===== src/rtl/ycbcr422_packer.sv =====
// ycbcr422_packer: 4:4:4 YCbCr pixels to a 4:2:2 YUYV word stream with sof/eol tags and an output FIFO
module ycbcr422_packer #(
   parameter int IMG_W = 640,
   parameter int DEPTH = 4
) (
   input  logic        clk,
   input  logic        rst_n,
   input  logic        in_valid,
   output logic        in_ready,
   input  logic        in_sof,
   input  logic [7:0]  Y,
   input  logic [7:0]  Cb,
   input  logic [7:0]  Cr,
   output logic        out_valid,
   input  logic        out_ready,
   output logic [15:0] out_data,
   output logic        out_sof,
   output logic        out_eol,
   output logic        sync_err
);
   localparam int AW = $clog2(DEPTH);
   localparam int CW = AW + 1;
   localparam logic [11:0] LAST = 12'(IMG_W - 1);
   localparam logic [CW-1:0] RDY_MAX = CW'(DEPTH - 2);

   logic [11:0]   x_q, x_d, px;
   logic [7:0]    y0_q, y0_d, cb0_q, cb0_d, cr0_q, cr0_d;
   logic          sof0_q, sof0_d, sync_err_q, sync_err_d;
   logic          accept, odd, last, push, pop;
   logic [7:0]    cb_avg, cr_avg;
   logic [17:0]   w0, w1;
   logic [17:0]   mem_q [DEPTH];
   logic [AW-1:0] wr_q, wr_d, rd_q, rd_d;
   logic [CW-1:0] cnt_q, cnt_d;

   assign in_ready  = cnt_q <= RDY_MAX;
   assign out_valid = cnt_q != '0;
   assign {out_sof, out_eol, out_data} = out_valid ? mem_q[rd_q] : '0;
   assign sync_err  = sync_err_q;

   // Column tracking, even-pixel hold, chroma averaging and FIFO bookkeeping
   always_comb begin
      accept     = in_valid & in_ready;
      px         = in_sof ? '0 : x_q;
      odd        = px[0];
      last       = px == LAST;
      push       = accept & (odd | last);
      pop        = out_valid & out_ready;
      cb_avg     = 8'(({1'b0, cb0_q} + {1'b0, Cb} + 9'd1) >> 1);
      cr_avg     = 8'(({1'b0, cr0_q} + {1'b0, Cr} + 9'd1) >> 1);
      w0         = odd ? {sof0_q, 1'b0, cb_avg, y0_q} : {2'b00, Cb, Y};
      w1         = {1'b0, last, odd ? cr_avg : Cr, Y};
      x_d        = accept ? (last ? '0 : px + 12'd1) : x_q;
      y0_d       = accept & !odd ? Y : y0_q;
      cb0_d      = accept & !odd ? Cb : cb0_q;
      cr0_d      = accept & !odd ? Cr : cr0_q;
      sof0_d     = accept & !odd ? in_sof : sof0_q;
      sync_err_d = accept & in_sof & (x_q != '0);
      wr_d       = push ? wr_q + AW'(2) : wr_q;
      rd_d       = pop ? rd_q + AW'(1) : rd_q;
      cnt_d      = cnt_q + (push ? CW'(2) : '0) - CW'(pop);
   end

   // State registers; reset drops the held pixel and empties the FIFO
   always_ff @(posedge clk or negedge rst_n) begin
      if (!rst_n) begin
         x_q        <= '0;
         y0_q       <= '0;
         cb0_q      <= '0;
         cr0_q      <= '0;
         sof0_q     <= 1'b0;
         sync_err_q <= 1'b0;
         wr_q       <= '0;
         rd_q       <= '0;
         cnt_q      <= '0;
      end else begin
         x_q        <= x_d;
         y0_q       <= y0_d;
         cb0_q      <= cb0_d;
         cr0_q      <= cr0_d;
         sof0_q     <= sof0_d;
         sync_err_q <= sync_err_d;
         wr_q       <= wr_d;
         rd_q       <= rd_d;
         cnt_q      <= cnt_d;
      end
   end

   // FIFO storage takes both words of a pair in one cycle
   always_ff @(posedge clk) begin
      if (push) begin
         mem_q[wr_q]          <= w0;
         mem_q[wr_q + AW'(1)] <= w1;
      end
   end
endmodule


===== config.mk =====
export PLATFORM = sky130hd
export DESIGN_NAME = ycbcr422_packer
export DESIGN_NICKNAME = d
export VERILOG_FILES = /design/src/rtl/ycbcr422_packer.sv
export SDC_FILE = /design/constraint.sdc
export NUM_CORES = 1
export LEC_CHECK = 0
export CAP_MARGIN = 10
export CORE_MARGIN = 8
export CORE_UTILIZATION = 30
export CTS_CLUSTER_SIZE = 10
export DETAILED_ROUTE_END_ITERATION = 8
export GPL_ROUTABILITY_DRIVEN = 1
export HOLD_SLACK_MARGIN = 0.08
export PLACE_DENSITY = 0.53
export RECOVER_POWER = 25
export SYNTH_ARGS = -nofsm -noshare
export SYNTH_HDL_FRONTEND = slang
export SYNTH_SLANG_ARGS = --single-unit

===== constraint.sdc =====
create_clock -name clk -period 9.99 [get_ports clk]
set_input_delay 1.998 -clock clk [delete_from_list [all_inputs] [get_ports clk]]
set_output_delay 1.998 -clock clk [all_outputs]
set_load 0.01 [all_outputs]

==> impl_metrics.json <==
{
  "hold_buffers": 0,
  "clk_latency_ps": 360,
  "p_total_w": 0.00183,
  "hold_viol_final": 0,
  "numPortBuffers": 49,
  "yosysSeqAreaShare_pct": 57.5,
  "first_global_vias": 3466,
  "grt_pass1_wl_um": 18100,
  "async_flop_share_pct": 39.3,
  "cts_buffers": 9,
  "num_antenna_cells": 0,
  "power_frac_clock_pct": 21.8,
  "synth.distinct_cells": 50,
  "drt_iter0_drc": 223,
  "cp-end-kind": "flop",
  "drc": 0,
  "crit_required_ps": 9960,
  "die_x_um": 151,
  "grt_start_max_net_pins": 45,
  "drt_wl_total_um": 11100,
  "syn_inst": 418,
  "final_common_cell": "edfxtp_1",
  "max_freq_mhz": 168,
  "p_int_w": 0.00122,
  "hpwl_um": 7590,
  "switching_share_pct": 33.1,
  "post-route-util_pct": 36.4,
  "peakVddDrop_mv": 0.0938,
  "cts_sinks": 112,
  "wl_per_cell_um": 15.9,
  "fin_tns_setup_ps": 0,
  "cts.clk_slew.worst_paths_ps": 80,
  "grt-ovfl-total": 0,
  "min_path_type": "flop to flop",
  "worstPathMaxFanout": 34,
  "synth_area_per_cell_um2": 13.1,
  "clockRootBuffer": "clkbuf_16",
  "status": "finished, violations left",
  "fin_nets": 511,
  "power_density_nw_per_um2": 281,
  "antenna_left": 0,
  "initial_core_util_pct": 30.5,
  "cts_resized": 0,
  "max_cap_viol_count": 1,
  "ys_seq_elements": 112,
  "syn_area_um2": 5470,
  "place_ws_ps": 3620,
  "grt_use_total_pct": 10.2,
  "slew_violations": 45,
  "first_pass_iters": 4,
  "fp.dieH_um": 151,
  "synth_ff_type": "edfxtp_1",
  "path_class": "primary input to flop",
  "slew_headroom_pct": -63.9,
  "num_vias": 3389,
  "p_sw_w": 0.000604,
  "period_share_pct": 59.7,
  "synth-edff-count": 68,
  "layout_common_cells": "68 x edfxtp_1, 60 x nand2_1, 44 x dfrtp_1",
  "p_comb_share_pct": 39.8,
  "syn_nets": 467,
  "skew_ps": 11.3,
  "finalWeightedCongestion": 0.810,
  "whs_ps": 512,
  "worst_pin_slew_ps": 2460,
  "postCtsSetupBuffers": 0,
  "grt_antenna_before_repair": 0,
  "cts.htree.levels": 3,
  "io_pins": 50,
  "cts_buffer_depth": 2,
  "post-route-min-period_ps": 5970,
  "vias_per_cell": 4.87,
  "syn_to_final_growth_pct": 19.2,
  "rows": 49,
  "start_kind": "primary input",
  "layout_setup_ws_ps": 4020,
  "seqPwrFrac_pct": 38.4,
  "cts_tree": "done",
  "drive_gt1_share_pct": 15.0,
  "setup_viol": 0,
  "cp_data_arrival_time_ps": 5940,
  "violations": "capacitance limit, slew limit",
  "rsz0062_at_grt": "false",
  "coreArea_um2": 17900,
  "yosys_warnings": 0,
  "dieArea_um2": 22800,
  "p_leak_nw": 2.42
}
power by group through the flow:
stage	clock network, W	logic [W]	registers [W]
2_1_floorplan	0	0.000518	0.000672
3_3_place_gp	0	0.000727	0.000711
3_5_place_dp	0	0.000738	0.000714
4_1_cts	0.000412	0.000740	0.000704
5_1_grt	0.000429	0.000805	0.000717
6_report	0.000399	0.000727	0.000702
kinds of logic (layout without fill, tap and decap cells):
group / Yosys count / count (layout) / synth area share, %
compound gates: 67 / 67 / 8.68
mux: 44 / 44 / 12.3
xor+xnor: 10 / 10 / 1.60
fa+ha+maj: 20 / 20 / 4.85
buf+inv: 31 / 80 / 2.45
simple gates: 134 / 134 / 12.6
flops: 112 / 112 / 57.5
flip-flops by register name (all words and copies together) (netlist names), 2 cells and up:
register,cells
cr0_q,8
x_q,12
cb0_q,8
y0_q,8
cnt_q,3
rd_q,2
mem_q,68
layer usage:
layer	global-route usage (%)	vias up	share of wire (%)
met1	13.1	1651	47
met5	0	-	0
li1	-	1661	-
met2	16.5	69	47
met3	2.84	8	5.3
met4	2.97	0	1.1
path summary, 6_finish.rpt:
path,cells after the start,startpoint,slack [ps],end
setup reg to reg,7,x_q[0]$_DFFE_PN0P_,6250,mem_q[2][15]$_DFFE_PP_
min in group asynchronous,1,rst_n,2400,cr0_q[0]$_DFFE_PN0P_
setup / recovery,8,in_sof,4020,mem_q[2][15]$_DFFE_PP_
hold / removal,1,y0_q[0]$_DFFE_PN0P_,510,y0_q[0]$_DFFE_PN0P_
hold reg to reg,1,y0_q[0]$_DFFE_PN0P_,510,y0_q[0]$_DFFE_PN0P_
max in group asynchronous,1,rst_n,6200,x_q[2]$_DFFE_PN0P_
cell type report:
cell class,count,area [µm²]
clock buffer,9,225
clock inverter,7,109
fill,1739,11400
multi-input combinational,275,2200
sequential,112,3140
tap,229,287
timing repair buffer,51,499
inverter,13,48.8
stage by stage:
| step | instance area [µm²] | instances |
|---|---|---|
| 2_1_floorplan | 5470 | 418 |
| 3_3_place_gp | 6180 | 680 |
| 3_5_place_dp | 6180 | 680 |
| 4_1_cts | 6520 | 696 |
| 5_1_grt | 6520 | 696 |
| 6_report | 6520 | 696 |
cell usage after synthesis, types with 7 or more instances:
cell	number	share of area [%]
edfxtp_1	68	37
nand2_1	60	4.1
dfrtp_1	44	20
mux2_2	25	5.2
and2_1	18	2.1
ha_1	18	4.1
mux4_2	16	6.6
inv_1	12	0.82
nor2_1	12	0.82
o21ai_0	12	1.1
o31ai_1	12	1.6
nor3_1	11	1.0
a21oi_1	10	0.92
clkbuf_1	9	0.62
xnor2_1	8	1.3
o21a_1	7	0.96
critical path, stage by stage:
cell and delay (ps):
clkdlybuf4s50_1 760, nand2b_1 320, clkinv_1 330, ha_1 340, nand4_4 160, nor4_4 730, o21ai_1 380, nor2_4 900
Power figures use the tool's default switching activity.
